`src/rtl/atm_menu_pkg.sv`:
```
// Shared definitions for the ATM menu session sequencer: state encoding,
// operation codes and the per-operation scroller-reset mask helper.
package atm_menu_pkg;

   localparam int unsigned N_OPS = 4;

   typedef enum logic [1:0] {
      ST_IDLE   = 2'd0,
      ST_BROWSE = 2'd1,
      ST_RUN    = 2'd2,
      ST_DONE   = 2'd3
   } state_t;

   typedef enum logic [1:0] {
      OP_BALANCE  = 2'd0,
      OP_WITHDRAW = 2'd1,
      OP_CURRENCY = 2'd2,
      OP_TRANSFER = 2'd3
   } op_t;

   // All scrollers held in reset except the one for the selected operation.
   function automatic logic [N_OPS-1:0] rst_mask(input logic [1:0] sel);
      logic [N_OPS-1:0] one;
      one = {{(N_OPS-1){1'b0}}, 1'b1};
      return ~(one << sel);
   endfunction

endpackage

```
`src/rtl/atm_menu_ctrl_btn_edge.sv`:
```
// Rising-edge detector for one debounced button level: one press gives a
// single-cycle pulse, a held level gives nothing further.
module btn_edge (
   input  logic clk,
   input  logic rst_n,
   input  logic level,
   output logic pulse
);

   logic prev;

   // Remember last cycle's level to spot the low-to-high transition.
   always_ff @(posedge clk or negedge rst_n) begin
      if (!rst_n) prev <= 1'b0;
      else        prev <= level;
   end

   assign pulse = level & ~prev;

endmodule

```
`src/rtl/atm_menu_ctrl.sv`:
```
// ATM front-panel session sequencer: IDLE / BROWSE / RUN / DONE over the four
// operations, driving scroller resets, display-mux select and start/abort pulses.
// Optional feature macro: MENU_TIMEOUT_EN (BROWSE inactivity timeout back to IDLE).
module atm_menu_ctrl
   import atm_menu_pkg::*;
#(
   parameter int unsigned TIMEOUT_TICKS = 30,
   parameter int unsigned DONE_HOLD     = 5
) (
   input  logic             clk,
   input  logic             rst_n,
   input  logic             tick_1hz,
   input  logic             btn_up,
   input  logic             btn_down,
   input  logic             btn_sel,
   input  logic             btn_back,
   input  logic             op_done,
   output logic [1:0]       op_sel,
   output logic [N_OPS-1:0] inst_rst,
   output logic             op_start,
   output logic             op_abort,
   output logic             busy,
   output logic [1:0]       state_o
);

   localparam int unsigned CNT_MAX = (TIMEOUT_TICKS > DONE_HOLD) ? TIMEOUT_TICKS : DONE_HOLD;
   localparam int unsigned CNT_W   = $clog2(CNT_MAX + 1);

   logic up_p, down_p, sel_p, back_p;

   btn_edge u_edge_up   (.clk(clk), .rst_n(rst_n), .level(btn_up),   .pulse(up_p));
   btn_edge u_edge_down (.clk(clk), .rst_n(rst_n), .level(btn_down), .pulse(down_p));
   btn_edge u_edge_sel  (.clk(clk), .rst_n(rst_n), .level(btn_sel),  .pulse(sel_p));
   btn_edge u_edge_back (.clk(clk), .rst_n(rst_n), .level(btn_back), .pulse(back_p));

   state_t             state, state_n;
   logic [1:0]         op_sel_n;
   logic [CNT_W-1:0]   cnt, cnt_n;
   logic [N_OPS-1:0]   inst_rst_n;
   logic               start_n, abort_n, busy_n;
   logic               any_press, press_acc;

   // Next-state, selection, counter and registered-output decode.
   always_comb begin
      state_n  = state;
      op_sel_n = op_sel;
      cnt_n    = cnt;
      start_n  = 1'b0;
      abort_n  = 1'b0;

      any_press = up_p | down_p | sel_p | back_p;
      // In RUN only back is acted on; elsewhere every press counts.
      press_acc = (state == ST_RUN) ? back_p : any_press;

      case (state)
         ST_IDLE: begin
            if (any_press) begin
               state_n  = ST_BROWSE;
               op_sel_n = OP_BALANCE;
            end
         end
         ST_BROWSE: begin
            if (back_p) begin
               state_n = ST_IDLE;
            end else if (sel_p) begin
               state_n = ST_RUN;
               start_n = 1'b1;
            end else if (up_p) begin
               op_sel_n = op_sel + 2'd1;
            end else if (down_p) begin
               op_sel_n = op_sel - 2'd1;
            end
`ifdef MENU_TIMEOUT_EN
            else if (tick_1hz) begin
               if (cnt == CNT_W'(TIMEOUT_TICKS - 1)) state_n = ST_IDLE;
               else                                  cnt_n   = cnt + 1'b1;
            end
`endif
         end
         ST_RUN: begin
            if (op_done) begin
               state_n = ST_DONE;
            end else if (back_p) begin
               state_n = ST_BROWSE;
               abort_n = 1'b1;
            end
         end
         ST_DONE: begin
            if (any_press) begin
               state_n = ST_BROWSE;
            end else if (tick_1hz) begin
               if (cnt == CNT_W'(DONE_HOLD - 1)) state_n = ST_BROWSE;
               else                              cnt_n   = cnt + 1'b1;
            end
         end
         default: state_n = ST_IDLE;
      endcase

      // A press or a state change restarts the count, even if a tick coincides.
      if ((state_n != state) || press_acc) cnt_n = '0;

      inst_rst_n = (state_n == ST_IDLE) ? '1 : rst_mask(op_sel_n);
      busy_n     = (state_n == ST_RUN);
   end

   // State, selection, counter and output registers.
   always_ff @(posedge clk or negedge rst_n) begin
      if (!rst_n) begin
         state    <= ST_IDLE;
         op_sel   <= '0;
         cnt      <= '0;
         inst_rst <= '1;
         op_start <= 1'b0;
         op_abort <= 1'b0;
         busy     <= 1'b0;
      end else begin
         state    <= state_n;
         op_sel   <= op_sel_n;
         cnt      <= cnt_n;
         inst_rst <= inst_rst_n;
         op_start <= start_n;
         op_abort <= abort_n;
         busy     <= busy_n;
      end
   end

   assign state_o = state;

endmodule
```
`config.mk`:
```
export PLATFORM = sky130hd
export DESIGN_NAME = atm_menu_ctrl
export DESIGN_NICKNAME = d
export VERILOG_FILES = /design/src/rtl/atm_menu_pkg.sv /design/src/rtl/atm_menu_ctrl_btn_edge.sv /design/src/rtl/atm_menu_ctrl.sv
export SDC_FILE = /design/constraint.sdc
export NUM_CORES = 1
export LEC_CHECK = 0
export ABC_AREA = 1
export CAP_MARGIN = 20
export CORE_AREA = 2 2 69 71
export DETAILED_ROUTE_END_ITERATION = 10
export DIE_AREA = 0 0 71 73
export PLACE_DENSITY_LB_ADDON = 0.3
export SLEW_MARGIN = 20
export SYNTH_ARGS = -nofsm -noshare
export SYNTH_HDL_FRONTEND = slang
export SYNTH_SLANG_ARGS = --single-unit
```
`constraint.sdc`:
```
create_clock -name clk -period 1.85 [get_ports clk]
set_input_delay 0.37 -clock clk [delete_from_list [all_inputs] [get_ports clk]]
set_output_delay 0.37 -clock clk [all_outputs]
set_load 0.02 [all_outputs]
```
==> results of run 1 <==
## stage by stage
step	setup slack, ps	total power [W]	instance area (um^2)	hold slack, ps
finish	109	0.00176	1380	438
CTS	92.4	0.00178	1380	453
detailed placement	0.797	0.00148	1330	544
global placement	5.62	0.00148	1330	544
global route	30.9	0.00189	1380	461
floorplan	368	0.00118	1060	74.4
## worst max path at each step
stage,endpoint,cells after the start,slack (ps)
finish,state_o[1],1,110
global route,state_o[1],1,30
CTS,state_o[1],1,90
detailed placement,cnt[4]$_DFFE_PN0P_,8,0.8
global placement,cnt[2]$_DFFE_PN0P_,8,6
floorplan,cnt[2]$_DFFE_PN0P_,9,370
## cell usage after synthesis, drive strengths merged (2+ instances only)
library cell,n,area (um^2)
dfrtp,16,400
o21ai,6,33.8
ha,2,25.0
xor2,4,35.0
inv,26,97.6
nor3,3,26.3
nand3,5,25.0
dfstp,4,105
nand4,3,18.8
nor2,15,78.8
a21oi,4,31.3
o211ai,3,22.5
nand2,31,159
## area by class of cell
cell class / count / area (um^2) / area share, %
Inverter: 27 / 101 / 7.36
Multi-Input combinational cell: 76 / 455 / 33.1
Tap cell: 54 / 67.6 / 4.90
Clock buffer: 4 / 45.0 / 3.27
Timing Repair Buffer: 21 / 203 / 14.7
Sequential cell: 20 / 505 / 36.7
## state kept, by name, indices dropped and copies added, names as in the netlist
signal	cells
op_sel	2
u_edge_back.prev	1
op_start	1
state_o	2
u_edge_down.prev	1
cnt	5
busy	1
op_abort	1
u_edge_sel.prev	1
inst_rst	4
u_edge_up.prev	1
## report_power, final
group          internal (W)  switching, W  leakage, nW
Sequential         0.000549     0.0000565        0.251
Clock              0.000153      0.000140       0.0228
Combinational      0.000337      0.000524        0.339
## layer usage
metal,wire length [um],GRT usage [%]
met1,938,10.7
met2,978,15.5
met3,74,1.24
met5,0,0
met4,14,3.14
## worst register-to-register path, cell delays in order, from the launching register on
cell and delay, ps:
dfrtp_1 380, inv_1 70, ha_1 190, nand2_1 70
clkinv_1 70, a21oi_1 160, nand3_1 140, nor2_1 170
xor2_1 180, nor2_2 60
## logic make-up after synthesis
family	count (synthesis)
xor+xnor	4
flops	20
simple gates	57
buf+inv	27
fa+ha+maj	2
compound gates	13
==> impl_metrics.json, run 1 <==
{
  "vias_per_cell": 4.21,
  "wl_per_cell_um": 9.93,
  "layout_commonest_cell": "nand2_1",
  "antenna_found_initial": 0,
  "synth.avg_cell_area_um2": 8.64,
  "synthAdderAreaFrac_pct": 2.36,
  "synth_cell_types": 22,
  "p_leak_nw": 0.613,
  "path_clk_slew_ps": 80,
  "hold_viol": 0,
  "first_global_vias": 871,
  "drv_slew": 0,
  "drc": 0,
  "synthMuxAreaShare_pct": 0,
  "ys_warn_count": 0,
  "critPathTopFamily": "buffers and inverters",
  "boundaryPins": 19,
  "first_iter_violations": 31,
  "synthesis.nets": 133,
  "drt_pass1_iterations": 4,
  "h-tree-depth": 1,
  "cts_tree": "done",
  "ir_drop_uv": 344,
  "max_slew_margin_pct": 80.9,
  "critPathBufInv": 1,
  "num_vias": 851,
  "r2r_slack_ps": 240,
  "postCtsResizedCells": 0,
  "die_h_um": 73,
  "antenna_cells": 0,
  "stdcell_count": 202,
  "synth_simple_gate_area_share_pct": 29.0,
  "grt_remaining_overflow": 0,
  "fmax_ghz": 0.574,
  "startpoint": "state_o[1]$_DFF_PN0_",
  "globalplace.congestion": 0.813,
  "crit_path_max_incr_delay_ps": 660,
  "async_flop_share_pct": 100,
  "hp-class": "input port to async pin",
  "yosys_register_bits": 20,
  "io_buffer_count": 18,
  "grt_util_all_layers_pct": 8.69,
  "min_period_over_period_pct": 94.1,
  "synth_compound_area_share_pct": 8.24,
  "cts.sink_count": 20,
  "end_kind": "primary output",
  "grt_pass1_wl_mm": 3.64,
  "cp-start-kind": "register",
  "skew_ps": 11.3,
  "cp_data_required_time_ps": 1480,
  "finalWirelength_mm": 2.01,
  "synthFlopType": "dfrtp_1",
  "rsz0062_at_grt": "no",
  "final_cell_mix": "nand2_1, clkdlybuf4s50_1, inv_1, dfrtp_1, inv_2",
  "grt_max_degree": 21,
  "critical_path.cell_chain": "clkdlybuf4s50_1",
  "worstSetupPathType": "register to primary output",
  "synth_edf_count": 0,
  "r2r-start": "cnt[0]$_DFFE_PN0P_",
  "drive_gt1_share_pct": 29.1,
  "cts_buffer_depth": 2,
  "syn_inst": 123,
  "synth_top_family_by_area": "simple AND/OR/NAND/NOR gates",
  "slowest_stage": "clkdlybuf4s50_1",
  "dieArea_um2": 5180,
  "tightest_slew_ps": 285,
  "core_um2": 4540,
  "dp.cells": 198,
  "p_per_area_nw_per_um2": 1280,
  "hpwl_mm": 1.59,
  "finalSetupViolations": 0,
  "clock_latency_ps": 260,
  "postRouteAntennaNets": 0,
  "final_util_pct": 30.4,
  "netlist_area_um2": 1060,
  "cp.arrival_ps": 1370,
  "status": "complete, no violations",
  "cts_inserted_buffers": 3,
  "fin_crit_ps": 1740,
  "crit_fanout": 6,
  "nets": 159,
  "ys_seq_area_share_pct": 47.6,
  "num_rows": 25,
  "fp.dieW_um": 71,
  "area_delta_synth_final_pct": 29.7,
  "r2r_end": "cnt[2]$_DFFE_PN0P_",
  "tns_ps": 0,
  "synth_xor_area_share_pct": 3.30,
  "postCtsHoldBufs": 0,
  "cts-root-buf": "clkbuf_8",
  "start_util_pct": 23.4,
  "reg2reg_depth": 9,
  "max_cap_viol_count": 0,
  "post_cts_buffers": 0,
  "n_fill_cell": 461
}
Power figures use the tool's default switching activity.
==> run 2: changes to the inputs <==
ABC_CLOCK_PERIOD_IN_PS = 1850   (was default)
==> results of run 2 <==
Final layout, timing and power as in run 1 (identical DEF).
==> run 3: changes to the inputs <==
CORE_AREA = 2 2 48 50   (was 2 2 69 71)
DIE_AREA = 0 0 50 52   (was 0 0 71 73)
DONT_BUFFER_PORTS = 1   (was default)
MAX_ROUTING_LAYER = met4   (was default)
==> run 3 against run 2 <==
Effect of this change: worst hold slack lost 350 ps; global-route usage rose by 7.5 points; sequential power up 23%; first-iteration DRC count is 45% lower; worst setup slack improved by 94 ps.
==> impl_metrics.json, run 3 (same netlist as run 1, synthesis figures left out) <==
{
  "status": "complete, no violations",
  "clock_latency_ps": 290,
  "hold_viol": 0,
  "grt_pass1_wl_mm": 3.07,
  "area_delta_synth_final_pct": 6.71,
  "dp.cells": 151,
  "boundaryPins": 19,
  "slowest_stage": "dfrtp_1",
  "final_cell_mix": "nand2_1, inv_1, dfrtp_1, inv_2, nor2_2",
  "p_sw_share_pct": 45.5,
  "cts_buffer_depth": 2,
  "reg_top3": "cnt x5, inst_rst x4",
  "clockPowerShare_pct": 14.1,
  "drc": 0,
  "max_cap_viol_count": 0,
  "post_cts_buffers": 0,
  "drt_pass1_iterations": 4,
  "grt_remaining_overflow": 0,
  "num_vias": 743,
  "worstSetupPathType": "register to register",
  "fp.dieW_um": 50,
  "cts-root-buf": "clkbuf_4",
  "p_per_area_nw_per_um2": 1310,
  "rsz0062_at_grt": "no",
  "grt_max_degree": 21,
  "antenna_found_initial": 0,
  "drv_slew": 0,
  "stdcell_count": 156,
  "max_slew_margin_pct": 40.3,
  "num_rows": 17,
  "p_sw_w": 0.000674,
  "tns_ps": 0,
  "final_util_pct": 53.8,
  "first_global_vias": 724,
  "nets": 139,
  "path_clk_slew_ps": 120,
  "end_kind": "register",
  "combPwrFrac_pct": 35.6,
  "min_period_over_period_pct": 89.1,
  "io_buffer_count": 0,
  "grt_util_all_layers_pct": 16.2,
  "cp-start-kind": "register",
  "vias_per_cell": 4.76,
  "drive_gt1_share_pct": 31.3,
  "die_h_um": 52,
  "skew_ps": 11.5,
  "crit_path_max_incr_delay_ps": 400,
  "finalWirelength_mm": 1.80,
  "layout_commonest_cell": "nand2_1",
  "first_iter_violations": 17,
  "holdWs_ps": 89.6,
  "start_util_pct": 50.4,
  "hp-class": "input port to register",
  "antenna_cells": 0,
  "total_power_w": 0.00148,
  "internal_power_w": 0.000808,
  "cts.sink_count": 20,
  "cts_tree": "done",
  "critPathBufInv": 2,
  "critical_path.cell_chain": "inv_1 > ha_1 > nand2_1 > clkinv_1 > a21oi_1 > nand3_1 > nor2_1 > xor2_1 > nor2_2",
  "critPathTopFamily": "simple AND/OR/NAND/NOR gates",
  "finalSetupViolations": 0,
  "dieArea_um2": 2600,
  "cp_data_required_time_ps": 2030,
  "postRouteAntennaNets": 0,
  "crit_fanout": 3,
  "largest_reg_flops": 5,
  "tightest_slew_ps": 892,
  "core_um2": 2110,
  "fin_crit_ps": 1650,
  "fmax_ghz": 0.607,
  "hpwl_mm": 1.41,
  "ir_drop_uv": 565,
  "cts_inserted_buffers": 3,
  "h-tree-depth": 1,
  "postCtsResizedCells": 0,
  "power.share.sequential_pct": 50.3,
  "wl_per_cell_um": 11.5,
  "cp.arrival_ps": 1830,
  "regMostFlops": "cnt",
  "r2r_slack_ps": 200,
  "globalplace.congestion": 0.861,
  "p_leak_nw": 0.526
}
==> run 3: cell types whose count changed in the layout (fill, tap and decap cells not counted) <==
cell             previous run  this run
clkbuf_8                    3         0
dlygate4sd3_1               0         1
clkdlybuf4s50_1            18         0
buf_4                       3         0
clkbuf_4                    0         3
==> run 3: what timing repair did <==
action / 4_1_cts / 5_1_grt
endpoints found under the setup margin: 0 / 0
hold endpoints to repair: 20 / 0
hold buffers: 1 / 0
==> run 3: worst register-to-register path, delay by kind of cell (launching register included) <==
family / cells / cell delay [ps]
AOI/OAI and AO/OA: 1 / 170
xor gates and xnor gates: 1 / 180
adders and majority gates: 1 / 190
buffers and inverters: 2 / 140
DFF: 1 / 400
and+or+nand+nor: 4 / 460
==> run 3: path summary, 6_finish.rpt <==
kind                                           start                   endpoint  cells past startpoint
min in group asynchronous                      rst_n             busy$_DFF_PN0_                      1
hold reg to reg            u_edge_sel.prev$_DFF_PN0_         op_start$_DFF_PN0_                      3
setup / recovery                  cnt[0]$_DFFE_PN0P_         cnt[2]$_DFFE_PN0P_                      9
max in group asynchronous                      rst_n        op_sel[0]$_DFF_PN0_                      1
setup reg to reg                  cnt[0]$_DFFE_PN0P_         cnt[2]$_DFFE_PN0P_                      9
hold / removal                               btn_sel  u_edge_sel.prev$_DFF_PN0_                      0
==> run 3: power by group through the flow <==
stage | clock (W) | sequential (W) | combinational [W]
floorplan | 0 | 0.000735 | 0.000446
global placement | 0 | 0.000756 | 0.000510
detailed placement | 0 | 0.000759 | 0.000521
CTS | 0.000221 | 0.000749 | 0.000534
global route | 0.000243 | 0.000760 | 0.000603
finish | 0.000210 | 0.000745 | 0.000527
==> run 3: metrics by stage <==
| step | instance area, um^2 | setup slack (ps) |
|---|---|---|
| after floorplan | 1060 | 368 |
| after global placement | 1100 | 278 |
| after detailed placement | 1100 | 222 |
| after CTS | 1130 | 193 |
| after global routing | 1130 | 55.8 |
| final | 1130 | 202 |
==> run 3: layer usage <==
metal / global-route usage, % / part of all wire, %
met1: 18.7 / 47
met2: 27.2 / 48
met3: 4.60 / 3.8
met4: 5.09 / 1.1
met5: - / 0
==> run 3: final cells by class <==
class	count	area, um^2
fill	180	972
sequential	20	505
multi-input combinational	76	455
inverter	27	101
tap	28	35.0
clock buffer	4	26.3
timing repair buffer	1	10.0
